<file path="config.mk">
export PLATFORM = sky130hd
export DESIGN_NAME = bf_program_loader
export DESIGN_NICKNAME = d
export VERILOG_FILES = /design/src/rtl/bf_pkg.sv /design/src/rtl/bf_char_decode.sv /design/src/rtl/bf_program_loader.sv
export SDC_FILE = /design/constraint.sdc
export NUM_CORES = 1
export LEC_CHECK = 0
export ABC_AREA = 1
export CAP_MARGIN = 20
export CORE_ASPECT_RATIO = 1.1
export CORE_MARGIN = 4
export CORE_UTILIZATION = 43
export CTS_CLUSTER_SIZE = 14
export DETAILED_ROUTE_END_ITERATION = 8
export GPL_ROUTABILITY_DRIVEN = 0
export PLACE_DENSITY = 0.77
export SETUP_SLACK_MARGIN = 0.5
export SLEW_MARGIN = 15
export SYNTH_ARGS = -nofsm -noshare
export SYNTH_HDL_FRONTEND = slang
export SYNTH_SLANG_ARGS = --single-unit
</file>
<file path="constraint.sdc">
create_clock -name clock -period 1.55 [get_ports clock]
set_input_delay 0.31 -clock clock [delete_from_list [all_inputs] [get_ports clock]]
set_output_delay 0.31 -clock clock [all_outputs]
set_load 0.01 [all_outputs]
</file>
<file path="src/rtl/bf_pkg.sv">
// Shared BF machine definitions: opcodes, loader error codes, loader states
// and default program-memory geometry.
package bf_pkg;

  localparam int unsigned PMAW_DEF = 8;
  localparam int unsigned OPW_DEF  = 4;

  localparam logic [3:0] OP_HALT = 4'd0;
  localparam logic [3:0] OP_INCP = 4'd1;
  localparam logic [3:0] OP_DECP = 4'd2;
  localparam logic [3:0] OP_INC  = 4'd3;
  localparam logic [3:0] OP_DEC  = 4'd4;
  localparam logic [3:0] OP_OUT  = 4'd5;
  localparam logic [3:0] OP_IN   = 4'd6;
  localparam logic [3:0] OP_JMPF = 4'd7;
  localparam logic [3:0] OP_JMPB = 4'd8;

  localparam logic [1:0] ERR_NONE  = 2'd0;
  localparam logic [1:0] ERR_UNDER = 2'd1;
  localparam logic [1:0] ERR_UNBAL = 2'd2;
  localparam logic [1:0] ERR_FULL  = 2'd3;

  typedef enum logic [2:0] {
    LD_IDLE,
    LD_LOAD,
    LD_TERM,
    LD_DONE,
    LD_ERROR
  } loadState_t;

endpackage

</file>
<file path="src/rtl/bf_char_decode.sv">
// Combinational ASCII to BF opcode decoder. Non-command, non-NUL characters
// are comments (isCmd=0, isNul=0).
module bf_char_decode
  import bf_pkg::*;
#(
  parameter int unsigned OPW = OPW_DEF
) (
  input  logic [7:0]     asciiChar,
  output logic           isCmd,
  output logic           isNul,
  output logic [OPW-1:0] opcode
);

  // Map command characters to opcodes; everything else is not a command
  always_comb begin
    isCmd  = 1'b1;
    isNul  = (asciiChar == 8'h00);
    opcode = OPW'(OP_HALT);
    case (asciiChar)
      8'h3E:   opcode = OPW'(OP_INCP); // >
      8'h3C:   opcode = OPW'(OP_DECP); // <
      8'h2B:   opcode = OPW'(OP_INC);  // +
      8'h2D:   opcode = OPW'(OP_DEC);  // -
      8'h2E:   opcode = OPW'(OP_OUT);  // .
      8'h2C:   opcode = OPW'(OP_IN);   // ,
      8'h5B:   opcode = OPW'(OP_JMPF); // [
      8'h5D:   opcode = OPW'(OP_JMPB); // ]
      default: isCmd  = 1'b0;
    endcase
  end

endmodule

</file>
<file path="src/rtl/bf_program_loader.sv">
// BF program-memory writer: encodes a character stream into opcodes, writes
// them from address 0 and terminates with HALT, raising PMInputDone.
// Define BF_LOADER_CHECK_EN to enable bracket-balance checking.
module bf_program_loader
  import bf_pkg::*;
#(
  parameter int unsigned PMAW = PMAW_DEF,
  parameter int unsigned OPW  = OPW_DEF
) (
  input  logic            clock,
  input  logic            reset,
  input  logic            start,
  input  logic            char_valid,
  input  logic [7:0]      char_in,
  output logic            char_ready,
  input  logic            end_load,
  output logic [PMAW-1:0] pm_address,
  output logic [OPW-1:0]  pm_data,
  output logic            pm_wren,
  output logic            PMInputDone,
  output logic            load_error,
  output logic [1:0]      error_code,
  output logic [PMAW-1:0] prog_len
);

  loadState_t      state, stateNext;
  logic [PMAW-1:0] wrPtr;
  logic            isCmd, isNul;
  logic [OPW-1:0]  decOp;
  logic            accept, termReq;
  logic            doWrite, incPtr, setErr, clearAll;
  logic [OPW-1:0]  wrOp;
  logic [1:0]      errNext;
`ifdef BF_LOADER_CHECK_EN
  logic [PMAW-1:0] depth;
  logic            depthInc, depthDec;
`endif

  bf_char_decode #(.OPW(OPW)) uDecode (
    .asciiChar (char_in),
    .isCmd     (isCmd),
    .isNul     (isNul),
    .opcode    (decOp)
  );

  assign char_ready  = (state == LD_LOAD) & ~end_load;
  assign accept      = char_valid & char_ready;
  assign termReq     = end_load | (accept & isNul);
  assign PMInputDone = (state == LD_DONE);
  assign load_error  = (state == LD_ERROR);
  // Only commands advance wrPtr, so it doubles as the command count
  assign prog_len    = wrPtr;

  // State register
  always_ff @(posedge clock or negedge reset) begin
    if (!reset) state <= LD_IDLE;
    else        state <= stateNext;
  end

  // Next-state and write/error decisions
  always_comb begin
    stateNext = state;
    doWrite   = 1'b0;
    wrOp      = OPW'(OP_HALT);
    incPtr    = 1'b0;
    setErr    = 1'b0;
    errNext   = ERR_NONE;
    clearAll  = 1'b0;
`ifdef BF_LOADER_CHECK_EN
    depthInc  = 1'b0;
    depthDec  = 1'b0;
`endif
    if (start) begin
      clearAll  = 1'b1;
      stateNext = LD_LOAD;
    end else begin
      case (state)
        LD_LOAD: begin
          if (termReq) begin
`ifdef BF_LOADER_CHECK_EN
            if (depth != '0) begin
              setErr    = 1'b1;
              errNext   = ERR_UNBAL;
              stateNext = LD_ERROR;
            end else begin
              doWrite   = 1'b1;
              stateNext = LD_TERM;
            end
`else
            doWrite   = 1'b1;
            stateNext = LD_TERM;
`endif
          end else if (accept && isCmd) begin
`ifdef BF_LOADER_CHECK_EN
            if (decOp == OPW'(OP_JMPB) && depth == '0) begin
              setErr    = 1'b1;
              errNext   = ERR_UNDER;
              stateNext = LD_ERROR;
            end else
`endif
            if (wrPtr == '1) begin
              setErr    = 1'b1;
              errNext   = ERR_FULL;
              stateNext = LD_ERROR;
            end else begin
              doWrite = 1'b1;
              wrOp    = decOp;
              incPtr  = 1'b1;
`ifdef BF_LOADER_CHECK_EN
              depthInc = (decOp == OPW'(OP_JMPF));
              depthDec = (decOp == OPW'(OP_JMPB));
`endif
            end
          end
        end
        LD_TERM: stateNext = LD_DONE;
        default: stateNext = state;
      endcase
    end
  end

  // Write port, write pointer and error code registers
  always_ff @(posedge clock or negedge reset) begin
    if (!reset) begin
      pm_wren    <= 1'b0;
      pm_address <= '0;
      pm_data    <= '0;
      wrPtr      <= '0;
      error_code <= ERR_NONE;
    end else begin
      pm_wren <= doWrite;
      if (doWrite) begin
        pm_address <= wrPtr;
        pm_data    <= wrOp;
      end
      if (clearAll) begin
        wrPtr      <= '0;
        error_code <= ERR_NONE;
      end else begin
        if (incPtr) wrPtr <= wrPtr + 1'b1;
        if (setErr) error_code <= errNext;
      end
    end
  end

`ifdef BF_LOADER_CHECK_EN
  // Bracket nesting depth
  always_ff @(posedge clock or negedge reset) begin
    if (!reset)        depth <= '0;
    else if (clearAll) depth <= '0;
    else if (depthInc) depth <= depth + 1'b1;
    else if (depthDec) depth <= depth - 1'b1;
  end
`endif

endmodule

</file>
Word level (Yosys, flattened, before mapping)
Cells that the tools add are included.
{ "totals": {"rom_bits": 0, "ram_bits": 0, "inputBits": 13, "latchBits": 0, "reg_bits": 26, "n_memories": 0, "out_inout_bits": 26, "word_cells": 69} }
{ "op_classes": {"n_addsub": 1, "n_lt_le_gt_ge": 0, "multipliers": 0, "div": 0, "n_reduce_logical": 7, "n_shift": 0, "bitwise_logic": 5, "n_mux": 35, "n_eq_ne": 15} }
{ "ops": {"columns": ["operator", "n"], "rows": [
  ["$eq 8x6->1 const B", 6],
  ["$pmux 4 s8", 1],
  ["$mux 4", 5],
  ["$eq 8x7->1 const B", 2],
  ["$mux 8", 2],
  ["$mux 1", 15],
  ["$mux 2", 7],
  ["$mux 3", 4],
  ["$add 8x1->8 const B", 1],
  ["$eq 8x8->1 const B", 1],
  ["$logic_not 8->1", 1],
  ["$ne 4x3->1 const B", 2],
  ["$reduce_or 8->1", 1],
  ["$eq 3x2->1 const B", 2],
  ["$pmux 3 s2", 1],
  ["$reduce_bool 2->1", 2],
  ["$and 1x1->1", 3],
  ["$eq 3x1->1 const B", 1],
  ["$eq 3x3->1 const B", 1],
  ["$reduce_and 3->1", 1],
  ["$reduce_bool 3->1", 1],
  ["$logic_and 1x1->1", 1],
  ["$not 1->1", 1],
  ["$or 1x1->1", 1]
]} }

Depth between registers and ports, before layout
Gate-level depths: netlist (run 1).
{ "logic_depth": {"word_depth": 10, "ltp_mapped": 13, "depth_no_buf": 12} }

Hierarchy
A second synthesis (run 1) with hierarchy kept.
{ "hier_totals": {"hier_cells": 218, "hier_area_um2": 1592.8} }
{ "modules_own_cells": {"columns": ["module", "n_inst", "area_each_um2", "cells_per_inst", "seq_area_each_um2"], "rows": [
  ["bf_program_loader", 1, 1368.8, 171, 625.6],
  ["bf_char_decode", 1, 224.0, 47, 0.0]
]} }

Worst setup path after synthesis (run 1)
OpenSTA, ideal clock, no wires.
{ "synth_path": {"path_kind": "register to register", "start": "register wrPtr[0] (netlist: prog_len[0])", "end": "register wrPtr[1] (netlist: prog_len[1])", "arrival_ps": 1571, "setup_ps": 119, "period_less_slack_ps": 1690, "setup_slack_ps": -140, "stages_incl_launch_ff": 12, "n_path_buf": 1, "required_time_ps": 1431, "cell_sequence": "dfrtp_1 ha_1 nand2_2 nor3_2 nand2_2 nor2_4 inv_2 nand3_2 nand2_1 buf_6 nand3_1 nand2_1"} }
{ "synth_via": {"elab_chain_len": 7, "word_cells_on_any_way": 10, "classes_between": "1 x add/sub; 1 x eq/ne; 7 x mux; 1 x reduce/logical"} }
{ "synth_lines": {"columns": ["item", "line_no", "text"], "rows": [
  ["start, declared", "bf_program_loader.sv:27", "logic [PMAW-1:0] wrPtr;"],
  ["start signal, assigned", "bf_program_loader.sv:140", "if (incPtr) wrPtr <= wrPtr + 1'b1;"],
  ["$eq 8x8->1", "bf_program_loader.sv:101", "if (wrPtr == '1) begin"],
  ["$mux 1", "bf_program_loader.sv:101", null],
  ["$mux 1", "bf_program_loader.sv:93", "end else if (accept && isCmd) begin"],
  ["$mux 1", "bf_program_loader.sv:79", "if (termReq) begin"],
  ["$mux 1", "bf_program_loader.sv:77", "case (state)"],
  ["$mux 1", "bf_program_loader.sv:73", "if (start) begin"],
  ["$reduce_bool 2->1 (no line)", null, null]
]} }
Parallel ways exist; a longest one is shown, timed or not. The select of a mux whose other input is x is not followed.
A chain may end at the register's enable or synchronous reset.

Worst setup path in the final report (run 1)
{ "layout_path": {"start": "register wrPtr[0] (netlist: prog_len[0])", "end": "register wrPtr[7] (netlist: prog_len[7])"} }
The elaborated chain is that of the path after synthesis.

==> impl_metrics.csv, run 1 <==
group,metric,value,unit
run_status,violations,"setup timing",
grt,grt_usage,20.6,%
worst_setup_path,startpoint_type,"flip-flop",
clock_tree,insertion_delay,0.33,ns
floorplan,io_pins,39,
drt,wl_per_cell,14.7,um
yosys,synth_nets,224,
clock_tree,cts_made_buffers,3,
yosys,seq_area_frac_synth,42.0,%
final_layout,syn2layout_area_growth,76.7,%
yosys,synth_top_family_by_area,"simple AND/OR/NAND/NOR gates",
sta,worst_pin_slew,0.326,ns
floorplan,die_area,0.00447,mm2
worst_setup_path,crit_path_end_kind,"flip-flop",
clock_tree,tritoncts,"yes",
worst_setup_path,worstPathArrival,1.94,ns
sta,setup-violations-final,22,
final_layout,finish.utilization,79.0,%
sta,drv_slew,0,
pwr,irDropWorstVdd,0.735,mV
yosys,yosysWarnings,0,
drt,vias,1819,
sta,max_slew_margin,78.3,%
grt,grt_start_max_net_pins,26,
sta,fmax,585,MHz
sta,post-route-period-util,110,%
sta,grt_setup_unrepaired,"true",
yosys,synth_fa_ha_area_share,0.840,%
worst_setup_path,critical_path_class,"flip-flop to flip-flop",
sta,finClkSkew,0.00978,ns
floorplan,rows,22,
placed_design,port_buffers,38,
clock_tree,cts_sinks,25,
yosys,synth_mux_area_share,0,%
sta,min_period,1.71,ns
pwr,p_total,1.72,mW
yosys,syn-mean-instance-area,7.10,um2
floorplan,core,0.00333,mm2
drt,antenna_left,0,
floorplan,die_y,69.7,um
yosys,syn_area,0.00149,mm2
drt,drc,0,
placed_design,dp_hpwl,2.65,mm
final_layout,drive_above_1_share,51.9,%
worst_hold_path,hold_class,"primary input to asynchronous set/reset pin",
clock_tree,clockBufferDepth,2,
yosys,synth.ff_latch_count,25,
grt,antenna_found_initial,0,
yosys,synth_cell_types,27,
final_layout,nets,327,
yosys,synth_xor_area_share,1.76,%
drt,dr.pass1.iters,4,
drt,drt-total-wl,5.30,mm
pwr,power_density,652,mW/mm2
drt,drt_iter0_drc,91,
worst_setup_path,cp_max_fo,4,
final_layout,final_cells,360,
flow_run,max-cap-violations,0,
grt,first_global_vias,1674,
clock_tree,htree_levels,1,
clock_tree,holdBufCountCts,0,
yosys,synthSimpleGateAreaFrac,44.3,%
run_status,status,"complete, but fails checks",
sta,setup_ws,-0.159,ns
final_layout,n_antenna_cell,0,
placed_design,dp.cells,319,
pwr,leakagePower,1.42,nW
floorplan,die_x,64.1,um
grt,grt-ovfl-total,0,
floorplan,start_util,44.7,%
clock_tree,clk_pin_slew_worst_paths,0.14,ns
clock_tree,cts-root-buf,"clkbuf_4",
sta,finalHoldViolCount,0,
worst_setup_path,cp.required,1.78,ns
yosys,synthCells,210,
drt,viasPerCell,5.05,
grt,grt_first_pass_wirelength,7.41,mm
yosys,synth_compound_area_share,2.43,%
-- metrics by stage --
stage	worst slack (ns)	TNS (ns)	hold WS [ns]	cell area, um2
after floorplan	-0.0649	-0.944	0.0144	1500
after global placement	-0.417	-9.92	0.454	2140
after detailed placement	-0.480	-11.12	0.458	2140
after CTS	-0.0257	-0.167	0.332	2440
after global routing	-0.223	-4.33	0.336	2630
final	-0.159	-2.11	0.317	2630
-- critical path, cell delays in order (launching register included) --
cell and delay, ns:
dfrtp_2 0.42, buf_6 0.10, buf_6 0.11, nand3_1 0.11, nor2_1 0.15, nand2_1 0.11
nor2_2 0.14, xor2_1 0.24, nor2_1 0.09, nand2_2 0.07, o21ai_1 0.07
-- final cells by class --
type | instances | area, um2
fill | 204 | 698
inverter | 25 | 93.8
sequential | 25 | 627
timing repair buffer | 101 | 828
multi-input combinational | 157 | 993
clock inverter | 1 | 7.51
tap | 48 | 60.1
clock buffer | 3 | 22.5
-- metal layers --
metal	routed length (um)	global-route usage (%)	part of all wire, %	vias to the layer above
met2	2790	36.4	53	55
met4	205	6.34	3.9	0
met3	205	3.08	3.9	20
li1	-	-	-	862
met1	2100	25.5	40	882
met5	0	0	0	-
-- kinds of logic (layout without fill, tap and decap cells) --
| group | Yosys count | count (layout) |
|---|---|---|
| AOI/OAI and AO/OA | 6 | 6 |
| xor gates and xnor gates | 3 | 3 |
| adders and majority gates | 1 | 1 |
| buffers and inverters | 29 | 130 |
| DFF | 25 | 25 |
| and+or+nand+nor | 146 | 147 |
-- final timing paths --
| path | end | depth (start not counted) | slack [ns] | from |
|---|---|---|---|---|
| min in group clock | pm_data[0] | 2 | 0.49 | pm_data[0] |
| hold / removal | pm_address[4] | 2 | 0.32 | reset |
| setup reg to reg | prog_len[7] | 10 | -0.16 | prog_len[0] |
| setup / recovery | prog_len[7] | 10 | -0.16 | prog_len[0] |
| hold reg to reg | pm_data[0] | 2 | 0.49 | pm_data[0] |
| max in group asynchronous | prog_len[0] | 2 | 0.96 | reset |
-- synth_stat cells, drive strengths merged --
master | n | area share, %
nand2 | 86 | 23
nor2 | 30 | 8.4
dfrtp | 25 | 42
inv | 24 | 6.0
nand3 | 18 | 7.1
nor3 | 6 | 3.1
buf | 4 | 2.4
nand4 | 3 | 1.3
o21ai | 3 | 1.3
xor2 | 3 | 1.8
a21oi | 2 | 0.67
nor3b | 2 | 1.0
a21boi | 1 | 0.50
clkinv | 1 | 0.25
ha | 1 | 0.84
nand3b | 1 | 0.50
-- placed cells by master, fill, tap and decap left out, types with 2 or more instances in the layout --
cell             count
o21ai_1              2
nor2_4               3
nor3_4               3
buf_2               20
nand3_2             10
nand3_1              4
xor2_1               3
nor3_1               2
nand3_4              4
nand2_1             60
nand2_2             22
clkdlybuf4s50_1      4
nor2_2              10
nand4_1              3
nor2_1              17
buf_4               47
inv_2                6
nand2_8              2
buf_12               2
buf_6               19
nand2_4              3
inv_1               18
dlygate4sd2_1        8
clkbuf_4             3
dfrtp_1             24
-- repair_timing --
item	CTS	global route
pin swaps	14	9
cloned	1	0
gates resized for setup	160	32
setup buffers	26	10
setup endpoints to repair	51	51
-- power by group --
part	leakage (nW)	total, mW	switching, mW	internal, mW
clock	0.0139	0.303	0.204	0.0989
combinational	1.07	0.652	0.339	0.313
sequential	0.337	0.761	0.0470	0.714
-- sequential cells by signal (all words and copies together) (netlist names) --
signal	count
prog_len	8
pm_address	8
pm_wren	1
state	3
error_code	1
pm_data	4
Power figures use the tool's default switching activity.
==> run 2: changes to the inputs <==
--- a/config.mk
+++ b/config.mk
@@ -9,11 +9,12 @@
 export CAP_MARGIN = 20
 export CORE_ASPECT_RATIO = 1.1
 export CORE_MARGIN = 4
-export CORE_UTILIZATION = 43
+export CORE_UTILIZATION = 47
 export CTS_CLUSTER_SIZE = 14
 export DETAILED_ROUTE_END_ITERATION = 8
-export GPL_ROUTABILITY_DRIVEN = 0
-export PLACE_DENSITY = 0.77
+export DONT_BUFFER_PORTS = 1
+export GPL_ROUTABILITY_DRIVEN = 1
+export PLACE_DENSITY = 0.66
 export SETUP_SLACK_MARGIN = 0.5
 export SLEW_MARGIN = 15
 export SYNTH_ARGS = -nofsm -noshare
==> run 2 against run 1 <==
  * The run still ends with setup timing left
  * Combinational power fell by 36%
  * Critical path type unchanged
  * Via count shrank 20%
  * Sequential share of layout area increased by 8.5 points
  * Count of clock-buffer cells in the layout did not move
==> impl_metrics.csv, run 2 (synthesized netlist as in run 1, its figures left out) <==
group,metric,value,unit
sta,setup-violations-final,12,
clock_tree,tritoncts,"yes",
grt,first_global_vias,1426,
clock_tree,cts_made_buffers,3,
grt,antenna_found_initial,0,
worst_setup_path,cp.required,1.79,ns
sta,fmax,619,MHz
drt,drt-total-wl,3.79,mm
clock_tree,clk_pin_slew_worst_paths,0.14,ns
drt,wl_met1,1.51,mm
sta,finClkSkew,0.00560,ns
worst_setup_path,critical_path_class,"flip-flop to flip-flop",
final_layout,n_antenna_cell,0,
worst_setup_path,ff2ff_setup_slack,-0.06,ns
sta,worst_pin_slew,0.207,ns
sta,setup_ws,-0.0645,ns
floorplan,core,0.00305,mm2
clock_tree,cts-root-buf,"clkbuf_4",
floorplan,die_y,67.1,um
clock_tree,insertion_delay,0.32,ns
sta,tns,-0.465,ns
sta,max_slew_margin,86.1,%
sta,post-route-period-util,104,%
drt,viasPerCell,5.31,
worst_setup_path,cp-startpoint,"prog_len[1]",
pwr,power_density,772,mW/mm2
drt,wl_met3,242,um
drt,wl_per_cell,13.8,um
drt,vias,1455,
placed_design,dpl_cell_area,0.00166,mm2
floorplan,rows,21,
run_status,status,"complete, but fails checks",
pwr,leakagePower,1.02,nW
placed_design,port_buffers,0,
clock_tree,clockBufferDepth,2,
worst_setup_path,worstPathArrival,1.85,ns
worst_setup_path,reg2regPathDepth,11,
grt,grt_start_max_net_pins,26,
run_status,violations,"setup timing",
final_layout,seqCellArea,629,um2
floorplan,start_util,48.9,%
drt,wl_met2,1.92,mm
drt,drt_iter0_drc,55,
final_layout,most-common-layout-cells,"nand2_1, nor2_1, dfrtp_1, inv_1, buf_4",
placed_design,place_congestion,0.848,
worst_setup_path,rr_endpoint,"pm_address[1]",
drt,top_layer_used,"met4",
drt,drc,0,
worst_setup_path,reg2reg_from,"prog_len[1]",
floorplan,die_area,0.00414,mm2
final_layout,syn2layout_area_growth,30.6,%
final_layout,drive_above_1_share,29.2,%
drt,dr.pass1.iters,4,
final_layout,multiInputGateArea,892,um2
sta,grt_setup_unrepaired,"true",
drt,antenna_left,0,
floorplan,die_x,61.7,um
grt,grt-ovfl-total,0,
grt,grt_first_pass_wirelength,5.93,mm
grt,grt_usage,18.7,%
pwr,p_total,1.50,mW
worst_setup_path,startpoint_type,"flip-flop",
worst_setup_path,crit_path_end_kind,"flip-flop",
sta,finalHoldViolCount,0,
floorplan,io_pins,39,
placed_design,dp_hpwl,2.63,mm
pwr,irDropWorstVdd,0.475,mV
clock_tree,cts_sinks,25,
final_layout,design_area,0.00195,mm2
final_layout,final_common_cell,"nand2_1",
worst_setup_path,endpoint,"pm_address[1]",
sta,drv_slew,0,
worst_hold_path,hold_class,"primary input to flip-flop",
sta,min_period,1.61,ns
final_layout,fillCellCount,254,
flow_run,max-cap-violations,0,
clock_tree,htree_levels,1,
final_layout,nets,255,
worst_setup_path,cp_max_fo,5,
run 2: cell types whose count changed in the layout (fill, tap and decap cells not counted), moves of 8 or more:
cell           before  now
buf_2              20    0
nand3_2            10    2
buf_4              47   16
nand2_1            60   72
nand2_2            22   10
nand3_1             4   14
nor2_1             17   26
buf_6              19    9
nor2_2             10    2
dlygate4sd2_1       8    0
run 2: cell type report:
| type | count | share of cell area (%) |
|---|---|---|
| clock inverters | 1 | 0.257 |
| inverters | 25 | 4.82 |
| well taps | 34 | 2.19 |
| clock buffers | 3 | 1.16 |
| flip-flops and latches | 25 | 32.3 |
| multi-input cells | 158 | 45.8 |
| repair buffers | 28 | 13.4 |
run 2: power by group:
part	internal (mW)	switching (mW)	total, mW
sequential	0.714	0.0699	0.784
combinational	0.178	0.243	0.420
clock	0.0968	0.202	0.299
total	0.989	0.515	1.50
run 2: worst min-delay path by stage:
stage	start	to	cells past startpoint
2_1_floorplan	reset	error_code[0]	0
3_3_place_gp	reset	pm_data[3]	0
3_5_place_dp	reset	pm_data[1]	0
4_1_cts	start	error_code[0]	1
5_1_grt	start	prog_len[3]	3
6_report	start	prog_len[3]	3
run 2: worst max-delay path, cell delays in order, from the launching register on:
cell and delay, ns:
dfrtp_1 0.43, ha_4 0.17, nand2_4 0.06, nor3_4 0.14, nand2_2 0.10, nor2_4 0.10
inv_2 0.06, nand3_4 0.13, buf_4 0.14, nand2_4 0.06, nand3_1 0.08, nand2_1 0.05
run 2: through the flow:
stage / std cells / worst slack, ns / hold slack, ns / util (%)
floorplan: 210 / -0.0649 / 0.0144 / -
global placement: 260 / -0.0201 / 0.0150 / 54.5
detailed placement: 260 / -0.0985 / 0.0150 / 54.5
CTS: 269 / 0.0110 / 0.00485 / 59.7
global route: 274 / -0.145 / 0.117 / 63.9
finish: 274 / -0.0645 / 0.131 / 63.9
run 2: routing by layer:
layer  up-vias  track usage (%)
li1        715                -
met1       682             22.6
met2        45             30.8
met3        13             4.26
met4         0             8.49
met5         -                0
run 2: what timing repair did:
item / 4_1_cts / 5_1_grt
hold endpoints to repair: 25 / 1
setup endpoints to repair: 51 / 51
gates cloned: 0 / 2
resized for setup: 20 / 20
pin swaps: 2 / 2
hold buffers: 2 / 1
buffers inserted: 3 / 2
==> run 3: changes to the inputs <==
--- a/config.mk
+++ b/config.mk
@@ -14,7 +14,7 @@
 export DETAILED_ROUTE_END_ITERATION = 8
 export DONT_BUFFER_PORTS = 1
 export GPL_ROUTABILITY_DRIVEN = 1
-export PLACE_DENSITY = 0.66
+export PLACE_DENSITY = 0.71
 export SETUP_SLACK_MARGIN = 0.5
 export SLEW_MARGIN = 15
 export SYNTH_ARGS = -nofsm -noshare
==> run 3 against run 2 <==
  * The flow still finishes with violations (setup timing)
  * Register-to-register slack gained 0.04 ns
  * Design area rose by 2.3%
  * Die area stayed put
  * Sequential power is essentially flat
  * Via count decreased by 4.1%
  * Critical path depth grew 1
  * Non-clock buffer count rose by 4
  * Critical path type unchanged
==> impl_metrics.csv, run 3 (synthesized netlist as in run 1, its figures left out) <==
group,metric,value,unit
placed_design,dpl_cell_area,0.00165,mm2
pwr,power_density,758,mW/mm2
worst_setup_path,cp.required,1.78,ns
floorplan,rows,21,
final_layout,final_common_cell,"nand2_1",
pwr,irDropWorstVdd,0.626,mV
clock_tree,clk_pin_slew_worst_paths,0.13,ns
clock_tree,htree_levels,1,
worst_setup_path,cp.depth,12,
worst_setup_path,cp_top_family,"simple AND/OR/NAND/NOR gates",
drt,drt-total-wl,3.57,mm
sta,min_period,1.58,ns
worst_setup_path,max_stage_delay,0.45,ns
pwr,p_total,1.51,mW
final_layout,most-common-layout-cells,"nand2_1, nor2_1, dfrtp_1, inv_1, buf_4",
clock_tree,cts-root-buf,"clkbuf_4",
floorplan,io_pins,39,
clock_tree,tritoncts,"yes",
drt,drt_iter0_drc,34,
clock_tree,cts_made_buffers,3,
sta,setup_ws,-0.0262,ns
worst_setup_path,critical_path_class,"flip-flop to flip-flop",
grt,grt_usage,19.4,%
floorplan,start_util,48.9,%
final_layout,design_area,0.00199,mm2
final_layout,syn2layout_area_growth,33.7,%
drt,dr.pass1.iters,4,
worst_setup_path,path_cells,"ha_4 -> nand2_4 -> nor3_4 -> nand2_2 -> nor2_4 -> inv_2 -> nand3_4 -> buf_12 -> nand2_8 -> nand2_8 -> nand2_1 -> nand2_1",
grt,grt-ovfl-total,0,
worst_setup_path,crit_path_end_kind,"flip-flop",
worst_hold_path,min_path_cells,1,
sta,tns,-0.165,ns
sta,setup-violations-final,13,
worst_setup_path,cp_max_fo,7,
clock_tree,cts_sinks,25,
placed_design,port_buffers,0,
grt,grt_start_max_net_pins,26,
sta,finClkSkew,0.00994,ns
run_status,status,"complete, but fails checks",
drt,vias,1396,
sta,drv_slew,0,
sta,grt_setup_unrepaired,"true",
final_layout,drive_above_1_share,30.3,%
clock_tree,clockBufferDepth,2,
grt,first_global_vias,1381,
sta,fmax,634,MHz
flow_run,max-cap-violations,0,
worst_hold_path,hold_class,"primary input to flip-flop",
placed_design,place_congestion,0.866,
sta,max_slew_margin,64.2,%
pwr,leakagePower,1.05,nW
worst_setup_path,startpoint_type,"flip-flop",
worst_setup_path,critPathBufInv,2,
floorplan,die_y,67.1,um
grt,grt_first_pass_wirelength,6.09,mm
floorplan,die_area,0.00414,mm2
floorplan,die_x,61.7,um
run_status,violations,"setup timing",
sta,finalHoldViolCount,0,
sta,whs,0.0221,ns
sta,worst_pin_slew,0.537,ns
floorplan,core,0.00305,mm2
drt,drc,0,
sta,post-route-period-util,102,%
drt,wl_per_cell,12.8,um
worst_setup_path,reg2regPathDepth,12,
placed_design,place_ws,-0.0903,ns
drt,antenna_left,0,
worst_setup_path,worstPathArrival,1.81,ns
final_layout,n_antenna_cell,0,
placed_design,dp_hpwl,2.46,mm
final_layout,fillCellCount,258,
worst_setup_path,slowest_stage,"dfrtp_2",
clock_tree,insertion_delay,0.32,ns
final_layout,nets,259,
drt,viasPerCell,5.02,
grt,antenna_found_initial,0,
-- run 3: cell types whose count changed in the layout (fill, tap and decap cells not counted), moves of 2 or more --
cell,previous run,this run
nand2_2,10,8
buf_6,9,11
inv_4,0,2
nand2_4,3,6
inv_2,6,4
buf_4,16,18
-- run 3: worst paths after layout --
path	startpoint	slack, ns	endpoint
max in group asynchronous	reset	0.68	error_code[0]
hold / removal	start	0.02	error_code[0]
min in group asynchronous	reset	0.48	pm_wren
setup reg to reg	prog_len[0]	-0.03	pm_data[2]
hold reg to reg	pm_data[3]	0.55	pm_data[3]
setup / recovery	prog_len[0]	-0.03	pm_data[2]
-- run 3: repair_timing --
item                                    CTS  global route
pin swaps                                 2             3
gates cloned                              2             0
endpoints found under the hold margin    25            25
endpoints found under the setup margin   51            51
hold buffers                              1             1
resized for setup                        31            14
setup buffers                             8             3
-- run 3: layout make-up --
type | instances | area [um2] | share of cell area, %
Clock buffer | 3 | 22.5 | 1.13
Clock inverter | 1 | 5.00 | 0.251
Inverter | 25 | 98.8 | 4.96
Multi-Input combinational cell | 158 | 901 | 45.2
Sequential cell | 25 | 628 | 31.5
Tap cell | 34 | 42.5 | 2.14
Timing Repair Buffer | 32 | 294 | 14.8
-- run 3: metrics by stage --
| stage | utilization, % | std cells |
|---|---|---|
| 3_3_place_gp | 54.3 | 259 |
| 2_1_floorplan | - | 210 |
| 4_1_cts | 63.0 | 274 |
| 5_1_grt | 65.4 | 278 |
| 6_report | 65.4 | 278 |
| 3_5_place_dp | 54.3 | 259 |
-- run 3: power breakdown --
part / switching [mW] / internal, mW / total (mW)
Clock: 0.190 / 0.0969 / 0.286
Combinational: 0.246 / 0.195 / 0.441
Sequential: 0.0687 / 0.714 / 0.783
-- run 3: per-layer routing --
metal / vias to the layer above / routed length, um / global-route usage, %
met5: - / 0 / 0
met4: 0 / 44 / 6.90
met3: 4 / 189 / 3.88
met2: 32 / 1860 / 33.1
met1: 639 / 1480 / 23.5
li1: 721 / - / -
